## src/rtl/sha256_pkg.sv

```systemverilog
// Shared SHA-256 constants, types and round helper functions.
package sha256_pkg;

    typedef enum logic [3:0] {
        ST_IDLE   = 4'd0,
        ST_LOAD   = 4'd1,
        ST_ROUND  = 4'd2,
        ST_FINAL  = 4'd3,
        ST_LOAD2  = 4'd4,
        ST_ROUND2 = 4'd5,
        ST_FINAL2 = 4'd6,
        ST_OUT    = 4'd7,
        ST_DONE   = 4'd8
    } state_t;

    // Message schedule window; index 0 is the oldest word.
    typedef logic [15:0][31:0] sched_win_t;

    localparam logic [255:0] SHA_IV = 256'h6a09e667_bb67ae85_3c6ef372_a54ff53a_510e527f_9b05688c_1f83d9ab_5be0cd19;

    localparam logic [31:0] PAD_WORD   = 32'h8000_0000;
    localparam logic [31:0] LEN_HEADER = 32'h0000_0280;  // 640-bit header
    localparam logic [31:0] LEN_DIGEST = 32'h0000_0100;  // 256-bit digest

    localparam logic [31:0] SHA_K [64] = '{
        32'h428a2f98, 32'h71374491, 32'hb5c0fbcf, 32'he9b5dba5, 32'h3956c25b, 32'h59f111f1, 32'h923f82a4, 32'hab1c5ed5,
        32'hd807aa98, 32'h12835b01, 32'h243185be, 32'h550c7dc3, 32'h72be5d74, 32'h80deb1fe, 32'h9bdc06a7, 32'hc19bf174,
        32'he49b69c1, 32'hefbe4786, 32'h0fc19dc6, 32'h240ca1cc, 32'h2de92c6f, 32'h4a7484aa, 32'h5cb0a9dc, 32'h76f988da,
        32'h983e5152, 32'ha831c66d, 32'hb00327c8, 32'hbf597fc7, 32'hc6e00bf3, 32'hd5a79147, 32'h06ca6351, 32'h14292967,
        32'h27b70a85, 32'h2e1b2138, 32'h4d2c6dfc, 32'h53380d13, 32'h650a7354, 32'h766a0abb, 32'h81c2c92e, 32'h92722c85,
        32'ha2bfe8a1, 32'ha81a664b, 32'hc24b8b70, 32'hc76c51a3, 32'hd192e819, 32'hd6990624, 32'hf40e3585, 32'h106aa070,
        32'h19a4c116, 32'h1e376c08, 32'h2748774c, 32'h34b0bcb5, 32'h391c0cb3, 32'h4ed8aa4a, 32'h5b9cca4f, 32'h682e6ff3,
        32'h748f82ee, 32'h78a5636f, 32'h84c87814, 32'h8cc70208, 32'h90befffa, 32'ha4506ceb, 32'hbef9a3f7, 32'hc67178f2
    };

    function automatic logic [31:0] rotr(input logic [31:0] x, input int unsigned n);
        logic [63:0] xx;
        xx = {x, x} >> n;
        return xx[31:0];
    endfunction

    function automatic logic [31:0] big_sigma0(input logic [31:0] x);
        return rotr(x, 2) ^ rotr(x, 13) ^ rotr(x, 22);
    endfunction

    function automatic logic [31:0] big_sigma1(input logic [31:0] x);
        return rotr(x, 6) ^ rotr(x, 11) ^ rotr(x, 25);
    endfunction

    function automatic logic [31:0] small_sigma0(input logic [31:0] x);
        return rotr(x, 7) ^ rotr(x, 18) ^ (x >> 3);
    endfunction

    function automatic logic [31:0] small_sigma1(input logic [31:0] x);
        return rotr(x, 17) ^ rotr(x, 19) ^ (x >> 10);
    endfunction

    function automatic logic [31:0] ch(input logic [31:0] e, input logic [31:0] f, input logic [31:0] g);
        return (e & f) ^ (~e & g);
    endfunction

    function automatic logic [31:0] maj(input logic [31:0] a, input logic [31:0] b, input logic [31:0] c);
        return (a & b) ^ (a & c) ^ (b & c);
    endfunction

    // Word-wise modulo-2^32 addition of two 8-word states.
    function automatic logic [255:0] add_words(input logic [255:0] x, input logic [255:0] y);
        logic [255:0] r;
        for (int i = 0; i < 8; i++) begin
            r[i*32 +: 32] = x[i*32 +: 32] + y[i*32 +: 32];
        end
        return r;
    endfunction

    // Second header block: tail words, nonce, padding and 640-bit length.
    function automatic sched_win_t build_block2(input logic [95:0] tl, input logic [31:0] nonce);
        sched_win_t b;
        b     = '0;
        b[0]  = tl[95:64];
        b[1]  = tl[63:32];
        b[2]  = tl[31:0];
        b[3]  = nonce;
        b[4]  = PAD_WORD;
        b[15] = LEN_HEADER;
        return b;
    endfunction

    // Block hashing a 256-bit digest once more (H0 first).
    function automatic sched_win_t build_block_dh(input logic [255:0] d);
        sched_win_t b;
        b = '0;
        for (int i = 0; i < 8; i++) begin
            b[i] = d[255 - 32*i -: 32];
        end
        b[8]  = PAD_WORD;
        b[15] = LEN_DIGEST;
        return b;
    endfunction

endpackage

```

## src/rtl/sha256_round.sv

```systemverilog
// One SHA-256 compression round plus one sliding-window schedule step.
// For rounds 0..15 the window is rotated so that after 16 rounds it holds
// W[0..15] in order; from round 16 on W[t] is computed from it and consumed
// in the same cycle.
module sha256_round
    import sha256_pkg::*;
(
    input  logic [255:0] wv,
    input  sched_win_t   win,
    input  logic [31:0]  k,
    input  logic         sched_en,
    output logic [255:0] wv_next,
    output sched_win_t   win_next
);

    logic [31:0] a_s, b_s, c_s, d_s, e_s, f_s, g_s, h_s;
    logic [31:0] wt_s, t1_s, t2_s;

    assign {a_s, b_s, c_s, d_s, e_s, f_s, g_s, h_s} = wv;

    // Select W[t], then compute the round and shift the schedule window.
    always_comb begin
        wt_s = 32'd0;
        if (sched_en) begin
            wt_s = small_sigma1(win[14]) + win[9] + small_sigma0(win[1]) + win[0];
        end else begin
            wt_s = win[0];
        end
        t1_s     = h_s + big_sigma1(e_s) + ch(e_s, f_s, g_s) + k + wt_s;
        t2_s     = big_sigma0(a_s) + maj(a_s, b_s, c_s);
        wv_next  = {t1_s + t2_s, a_s, b_s, c_s, d_s + t1_s, e_s, f_s, g_s};
        win_next = {wt_s, win[15:1]};
    end

endmodule

```

## src/rtl/sha256_nonce_sweep.sv

```systemverilog
// Hashes NUM_NONCES consecutive nonces of a block header (second block plus
// optional SHA-256d pass), one round per cycle, with a valid/ready result port.
// midstate and out_hash carry H0 in bits [255:224]; tail carries W0 in [95:64].
module sha256_nonce_sweep
    import sha256_pkg::*;
#(
    parameter int NUM_NONCES  = 16,
    parameter int DOUBLE_HASH = 1
) (
    input  logic         clk,
    input  logic         reset_n,
    input  logic         start,
    input  logic [255:0] midstate,
    input  logic [95:0]  tail,
    input  logic [31:0]  nonce_base,
    output logic         busy,
    output logic         out_valid,
    input  logic         out_ready,
    output logic [31:0]  out_nonce,
    output logic [255:0] out_hash,
    output logic         done
);

    localparam logic [16:0] LAST_CNT = 17'(NUM_NONCES - 1);

    state_t       state_r;
    logic [5:0]   round_r;
    logic [16:0]  remain_r;
    logic [255:0] mid_r;
    logic [95:0]  tail_r;
    logic [31:0]  nonce_r;
    logic [255:0] chain_r;
    logic [255:0] wv_r;
    sched_win_t   win_r;
    logic         busy_r;
    logic         out_valid_r;
    logic         done_r;
    logic [31:0]  out_nonce_r;
    logic [255:0] out_hash_r;

    logic         sched_en_s;
    logic [31:0]  k_s;
    logic [255:0] wv_next_s;
    sched_win_t   win_next_s;
    logic [255:0] digest_s;

    assign sched_en_s = (round_r >= 6'd16);
    assign k_s        = SHA_K[round_r];
    assign digest_s   = add_words(wv_r, chain_r);

    sha256_round u_round (
        .wv       (wv_r),
        .win      (win_r),
        .k        (k_s),
        .sched_en (sched_en_s),
        .wv_next  (wv_next_s),
        .win_next (win_next_s)
    );

    // Sweep controller: state, working variables, schedule and outputs.
    always_ff @(posedge clk or negedge reset_n) begin
        if (!reset_n) begin
            state_r     <= ST_IDLE;
            round_r     <= 6'd0;
            remain_r    <= 17'd0;
            mid_r       <= 256'd0;
            tail_r      <= 96'd0;
            nonce_r     <= 32'd0;
            chain_r     <= 256'd0;
            wv_r        <= 256'd0;
            win_r       <= '0;
            busy_r      <= 1'b0;
            out_valid_r <= 1'b0;
            done_r      <= 1'b0;
            out_nonce_r <= 32'd0;
            out_hash_r  <= 256'd0;
        end else begin
            case (state_r)
                ST_IDLE: begin
                    done_r <= 1'b0;
                    if (start) begin
                        mid_r    <= midstate;
                        tail_r   <= tail;
                        nonce_r  <= nonce_base;
                        remain_r <= LAST_CNT;
                        busy_r   <= 1'b1;
                        state_r  <= ST_LOAD;
                    end else begin
                        busy_r <= 1'b0;
                    end
                end
                ST_LOAD: begin
                    chain_r <= mid_r;
                    wv_r    <= mid_r;
                    win_r   <= build_block2(tail_r, nonce_r);
                    round_r <= 6'd0;
                    state_r <= ST_ROUND;
                end
                ST_ROUND, ST_ROUND2: begin
                    wv_r    <= wv_next_s;
                    win_r   <= win_next_s;
                    round_r <= round_r + 6'd1;
                    if (round_r == 6'd63) begin
                        state_r <= (state_r == ST_ROUND) ? ST_FINAL : ST_FINAL2;
                    end else begin
                        state_r <= state_r;
                    end
                end
                ST_FINAL: begin
                    // The pass-1 digest is parked in out_hash_r while out_valid is low.
                    out_hash_r <= digest_s;
                    if (DOUBLE_HASH != 0) begin
                        state_r <= ST_LOAD2;
                    end else begin
                        out_nonce_r <= nonce_r;
                        out_valid_r <= 1'b1;
                        state_r     <= ST_OUT;
                    end
                end
                ST_LOAD2: begin
                    chain_r <= SHA_IV;
                    wv_r    <= SHA_IV;
                    win_r   <= build_block_dh(out_hash_r);
                    round_r <= 6'd0;
                    state_r <= ST_ROUND2;
                end
                ST_FINAL2: begin
                    out_hash_r  <= digest_s;
                    out_nonce_r <= nonce_r;
                    out_valid_r <= 1'b1;
                    state_r     <= ST_OUT;
                end
                ST_OUT: begin
                    if (out_ready) begin
                        out_valid_r <= 1'b0;
                        if (remain_r != 17'd0) begin
                            remain_r <= remain_r - 17'd1;
                            nonce_r  <= nonce_r + 32'd1;
                            state_r  <= ST_LOAD;
                        end else begin
                            done_r  <= 1'b1;
                            state_r <= ST_DONE;
                        end
                    end else begin
                        state_r <= ST_OUT;
                    end
                end
                ST_DONE: begin
                    done_r  <= 1'b0;
                    busy_r  <= 1'b0;
                    state_r <= ST_IDLE;
                end
                default: begin
                    out_valid_r <= 1'b0;
                    done_r      <= 1'b0;
                    busy_r      <= 1'b0;
                    state_r     <= ST_IDLE;
                end
            endcase
        end
    end

    assign busy      = busy_r;
    assign out_valid = out_valid_r;
    assign done      = done_r;
    assign out_nonce = out_nonce_r;
    assign out_hash  = out_hash_r;

endmodule

```

## config.mk

```make
export PLATFORM = sky130hd
export DESIGN_NAME = sha256_nonce_sweep
export DESIGN_NICKNAME = d
export VERILOG_FILES = /design/src/rtl/sha256_pkg.sv /design/src/rtl/sha256_round.sv /design/src/rtl/sha256_nonce_sweep.sv
export SDC_FILE = /design/constraint.sdc
export NUM_CORES = 2
export LEC_CHECK = 0
export CAP_MARGIN = 20
export CORE_ASPECT_RATIO = 1.4
export CORE_MARGIN = 5
export CORE_UTILIZATION = 35
export DETAILED_ROUTE_END_ITERATION = 8
export PLACE_DENSITY = 0.54
export SETUP_SLACK_MARGIN = 0.02
export SYNTH_ARGS = -nofsm -noshare
export SYNTH_HDL_FRONTEND = slang
export SYNTH_SLANG_ARGS = --single-unit
```

## constraint.sdc

```tcl
create_clock -name clk -period 11 [get_ports clk]
set_clock_uncertainty 0.15 [all_clocks]
set_input_delay 2.2 -clock clk [delete_from_list [all_inputs] [get_ports clk]]
set_output_delay 2.2 -clock clk [all_outputs]
set_load 0.03 [all_outputs]
```

== After elaboration in Yosys (flattened, before gate mapping) ==
Memory sizes are Yosys's and may differ from the RTL's.
Cells that the tools add are included.

* $add $sub $neg: 21
* $lt $le $gt $ge: 2
* Bitwise operators: 20
* Equality and inequality tests: 14
* Multiplexer cells: 28
* Reductions and logical operators: 17

{| class="wikitable"
|+ Operator list
! kind !! number
|-
| case mux 512 bit (3 select lines) || 1
|-
| case mux 256 bit (3 select lines) || 1
|-
| adder 32 bit || 18
|-
| case mux 256 bit (2 select lines) || 1
|-
| bitwise XOR 32 bit || 9
|-
| 2-to-1 mux 32 bit || 6
|-
| bitwise AND 32 bit || 5
|-
| case mux 32 bit (2 select lines) || 1
|-
| 2-to-1 mux 17 bit || 3
|-
| case mux 17 bit (2 select lines) || 1
|-
| adder 32 x 1 -> 32 bit, second input constant || 1
|-
| inverter 32 bit || 1
|-
| bitwise XOR 32 x 22 -> 32 bit || 1
|-
| bitwise XOR 32 x 29 -> 32 bit || 1
|-
| case mux 4 bit (7 select lines) || 1
|-
| nonzero test 17 bit || 1
|-
| subtractor 17 x 1 -> 17 bit, second input constant || 1
|-
| == test 4 x 3 -> 1 bit, second input constant || 4
|-
| 2-to-1 mux 4 bit || 4
|-
| OR reduction 7 bit || 2
|-
| case mux 6 bit (2 select lines) || 1
|-
| inequality test 2 bit, second input constant || 5
|-
| == test 4 x 2 -> 1 bit, second input constant || 2
|-
| greater-or-equal comparator 7 bit, second input constant || 1
|-
| other kinds (19) || 30
|}

* Register bits after elaboration: 1726
* Output and inout port bits: 291
* Memories: 1
* ROM bits: 2048
* Word-level logic and storage cells: 132
* Input port bits: 388

{| class="wikitable"
|+ Memory list
! memory !! depth !! width !! rd ports !! clocked after Yosys merged registers in !! wr ports !! line !! source
|-
| (name not given) || 64 || 32 || 1 || 0 || 0 || sha256_nonce_sweep.sv:48 || <nowiki>assign k_s = SHA_K[round_r];</nowiki>
|}

== Depth between registers and ports, before layout ==
* Word-level depth: 9
* Mapped depth: 48
* Gate-level depth less buffers: 47

== By module ==
From an unflattened synthesis, not the netlist that was laid out.

* Cell total of the unflattened synthesis: 11640
* Area, all modules: 102867.4 sq um

{| class="wikitable"
|+ Modules (own cells, without submodules)
! module !! area an instance (sq um) !! times used !! cells each !! seq. area each (sq um)
|-
| sha256_nonce_sweep || 83998.1 || 1 || 9315 || 43191.4
|-
| sha256_round || 18869.3 || 1 || 2325 || 0.0
|}

== Worst setup path before layout ==
No wires, ideal clock.

* Path kind: register to register
* From: reg win_r[40] (netlist name)
* To: reg wv_r[255]
* Data required time: 10.715 ns
* Library setup time: 0.135 ns
* Path buffers: 1
* Arrival time: 8.902 ns
* Cell stages (with the launch flop): 46
* Slack: 1.813 ns
* Period minus slack after synthesis: 9.187 ns
* Cell sequence: dfrtp_1 clkbuf_1 xnor2_1 xnor2_1 fa_1 inv_1 fa_1 inv_1 ha_1 inv_1 fa_1 nor2b_1 o31a_1 o211a_1 o21ai_0 a21boi_0 o21a_1 a21boi_0 [... 10 more ...] a21o_1 a21o_1 xor2_1 inv_1 fa_1 inv_1 ha_1 a21o_1 a21o_1 a21oi_1 nor2b_1 nor4_1 o21ai_0 a21o_1 a21oi_1 xnor2_1 xnor2_1 o21ai_0

* Longest elaborated chain between the ends: 8

{| class="wikitable"
|+ RTL lines
! element !! line !! source
|-
| from (decl) || sha256_nonce_sweep.sv:34 || <nowiki>sched_win_t win_r;</nowiki>
|-
| from (signal assigned) || sha256_nonce_sweep.sv:95 || <nowiki>win_r <= build_block2(tail_r, nonce_r);</nowiki>
|-
| from (signal assigned) || sha256_nonce_sweep.sv:101 || <nowiki>win_r <= win_next_s;</nowiki>
|-
| from (signal assigned) || sha256_nonce_sweep.sv:123 || <nowiki>win_r <= build_block_dh(out_hash_r);</nowiki>
|-
| bitwise XOR 32 bit || sha256_pkg.sv:51 || <nowiki>return rotr(x, 7) ^ rotr(x, 18) ^ (x >> 3);</nowiki>
|-
| bitwise XOR 32 x 29 -> 32 bit (*) || sha256_pkg.sv:51 ||
|-
| adder 32 bit (*) (2 in a row) || sha256_round.sv:25 || <nowiki>wt_s = small_sigma1(win[14]) + win[9] + small_sigma0(win[1]) + win[0];</nowiki>
|-
| 2-to-1 mux 32 bit (*) || sha256_round.sv:24 || <nowiki>if (sched_en) begin</nowiki>
|-
| adder 32 bit (*) || sha256_round.sv:29 || <nowiki>t1_s = h_s + big_sigma1(e_s) + ch(e_s, f_s, g_s) + k + wt_s;</nowiki>
|-
| adder 32 bit (*) || sha256_round.sv:31 || <nowiki>wv_next = {t1_s + t2_s, a_s, b_s, c_s, d_s + t1_s, e_s, f_s, g_s};</nowiki>
|-
| case mux 256 bit (3 select lines) (*) || sha256_nonce_sweep.sv:78 || <nowiki>case (state_r)</nowiki>
|-
| to (signal assigned) || sha256_nonce_sweep.sv:94 || <nowiki>wv_r <= mid_r;</nowiki>
|-
| to (signal assigned) || sha256_nonce_sweep.sv:100 || <nowiki>wv_r <= wv_next_s;</nowiki>
|-
| to (decl) || sha256_nonce_sweep.sv:33 || <nowiki>logic [255:0] wv_r;</nowiki>
|}

Mark *: on every way between the ends. The rest lies on a longest branch, timed or not.
A chain may end at the register's enable or synchronous reset.

== Final worst setup path ==
* From: reg win_r[38] (netlist name)
* To: reg wv_r[255]

The elaborated chain is that of the path after synthesis.

==> metrics.cfg <==
[power]
internal_power_uw = 10500
cellLeakagePower_uw = 0.0537
p_comb_share_pct = 2.2
seqPwrFrac_pct = 46.7
peakVddDrop_v = 0.000131
p_sw_uw = 3050
p_per_area_nw_per_um2 = 119
p_total_uw = 13600
p_clk_share_pct = 51.1
swShare_pct = 22.4

[clock_tree]
numClockSinks = 1726
cts_buffers = 192
clk_latency_ns = 0.92
htree_levels = 4
post_cts_buffers = 0
cts_tree = yes
clockBufferDepth = 4
clk_pin_slew_ns = 0.06
root_buffer = clkbuf_16

[placement]
gp_congestion = 0.986
dpl_worst_slack_ns = 0.550
hpwl_um = 352000
portBuffers = 678
dpl_cell_area_um2 = 108000

[layout]
nFillCells = 27300
fin_nets = 12200
area_growth_pct = 18.3
regArea_um2 = 43200
multi_input_area_um2 = 48900
layout.cells.most_common_list = nand2_1 (2,582), dfrtp_1 (1,722), o21ai_0 (748)
finalCoreUtilization_pct = 41.5
final_common_cell = nand2_1
drive_gt1_share_pct = 6.17
final_area_um2 = 114000

[logic_synthesis]
synth_edf_count = 0
yosysTopAreaCell = dfrtp_1
ys_ff_latch = 1726
ys_async_sr_fraction_pct = 100
synth_fp_nets = 11800
synth_top_area_share_pct = 44.7
synth_seq_area_share_pct = 44.7
synth_cell_types = 96
syn_avg_cell_area_um2 = 8.91
yosysWarnings = 0
synth_area_leaders = dfrtp_1 (45%), nand2_1 (10%), ha_1 (5.2%)
netlist_area_um2 = 96600
synth-main-ff-cell = dfrtp_1
postSynthCellCount = 10800

[global_route]
grt_usage_pct = 31.2
antenna_found_initial = 13
grt_pass1_wl_um = 644000
grt_remaining_overflow = 0
grt_max_degree = 211
grt_pass1_vias = 84900

[route]
wl_per_cell_um = 30.4
firstDrtPassIters = 9
wl_um = 459000
drt-initial-drc-count = 9009
drcViolationCount = 0
ant_nets = 0
vias = 84700
via_per_inst = 5.62

[timing]
post-route-min-period_ns = 10.15
hold_viol = 0
final.setup.tns_ns = 0
tightestPinTransition_ns = 1.16
setup_violations = 0
rsz0062_at_grt = false
setup_ws_ns = 0.853
slew_headroom_pct = 22.7
fin_crit_sh_pct = 92.2
slew_violations = 0
fmax_mhz = 98.5

[setup_path]
critPathLaunchType = register
worstPathRequired_ns = 11.59
crit_type = reg2reg
critPathMaxFanout = 5
cp_common_cell = a21o_1
reg2reg_depth = 43
end_kind = register
arrival_ns = 10.74
slowest_stage = fa_1
slowest_delay_ns = 0.55

[die]
rows = 228
die_h_um = 632
core_area_um2 = 275000
io_pins = 679
die_width_um = 454
die_area_um2 = 287000
initial_utilization_pct = 35.1

[hold_path]
hold-path-cell-count = 2
hp-class = reg2reg

[flow_run]
max_cap_violations = 0

[run_status]
status = finished, final reports clean

[synthesized netlist by cell type (all sizes together) (17+ instances only)]
cell type,number
a211o,20
a211oi,47
a21o,258
a21oi,623
a222oi,127
a22o,212
a31oi,205
and2,20
and3,30
buf,71
clkbuf,650
dfrtp,1726
fa,195
ha,399
inv,508
mux2,41
mux2i,43
nand2,2584
nand2b,51
nand3,238
nand4,26
nor2,596
nor2b,53
nor3,138
o211ai,43
o21a,70
o21ai,782
o21bai,35
o22ai,72
o31ai,111
or2,17
or3,38
xnor2,374
xor2,222
[power by group through the flow]
stage          logic, µW  clock network, µW  registers, µW
3_5_place_dp         303                  0           6470
6_report             295               6950           6360
5_1_grt              330               7290           6350
4_1_cts              305               7060           6360
2_1_floorplan       9.22                  0           6470
3_3_place_gp         302                  0           6470
[final timing paths]
| kind | end | startpoint | slack (ns) |
|---|---|---|---|
| worst max register to register | wv_r[255] | win_r[38] | 0.85 |
| worst max-delay path | wv_r[255] | win_r[38] | 0.85 |
| min in group asynchronous | mid_r[202] | reset_n | 1.09 |
| worst min register to register | win_r[304] | win_r[336] | 0.32 |
| worst min-delay path | win_r[304] | win_r[336] | 0.32 |
| max in group asynchronous | out_hash[37] | reset_n | 7.28 |
[metal layers]
layer | vias to the layer above | share of wire (%) | GRT usage (%) | routed length (µm)
met5 | - | 0.014 | 0 | 64
met4 | 12 | 9.4 | 23.2 | 43400
met3 | 949 | 6.0 | 4.56 | 27400
met2 | 3433 | 47 | 51.3 | 215000
met1 | 42500 | 38 | 37.0 | 173000
li1 | 37800 | - | - | -
[through the flow]
stage / instances / hold WS (ns)
global placement: 14700 / 0.307
finish: 15100 / 0.320
detailed placement: 14700 / 0.311
global route: 15100 / 0.340
floorplan: 10800 / 0.290
CTS: 15100 / 0.326
[worst max-delay path: cells and delay by family (launching register included)]
family,cells,cell delay [ns]
buffers and inverters,5,0.45
and+or+nand+nor,6,0.90
AOI/OAI and AO/OA,18,3.68
xor gates and xnor gates,6,1.19
DFF,1,0.47
adders and majority gates,8,3.16
[flip-flops by register name, summed over array words and instances, names as in the netlist]
signal / count
busy: 1
chain_r: 256
done: 1
mid_r: 256
nonce_r: 32
out_hash: 256
out_nonce: 32
out_valid: 1
remain_r: 17
round_r: 6
state_r: 4
tail_r: 96
win_r: 512
wv_r: 256
[area by class of cell]
class                      count  area share, %
antenna                       13         0.0285
clock buffer                 261           4.84
clock inverter                78          0.944
inverter                     510           1.67
multi-input combinational   7882           42.8
sequential                  1726           37.8
tap                         3680           4.03
timing repair buffer         934           7.90
[cell families (layout without fill, tap and decap cells)]
group | count (synthesis) | count (layout) | share of synthesized area, %
AND/OR/NAND/NOR | 3838 | 3838 | 16.2
AO/OA/AOI/OAI | 2757 | 2757 | 18.5
flip-flops | 1726 | 1726 | 44.7
buffers and inverters | 1231 | 1783 | 4.81
adder cells (fa/ha/maj) | 597 | 597 | 9.24
XOR/XNOR | 596 | 596 | 5.41
multiplexers | 94 | 94 | 1.16
other | 0 | 13 | 0
[repair_timing]
item | CTS | global route
setup endpoints to repair | 0 | 3
hold buffers | 0 | 0
gates resized for setup | 0 | 3
Note: power is estimated with default switching activity, not from simulation.
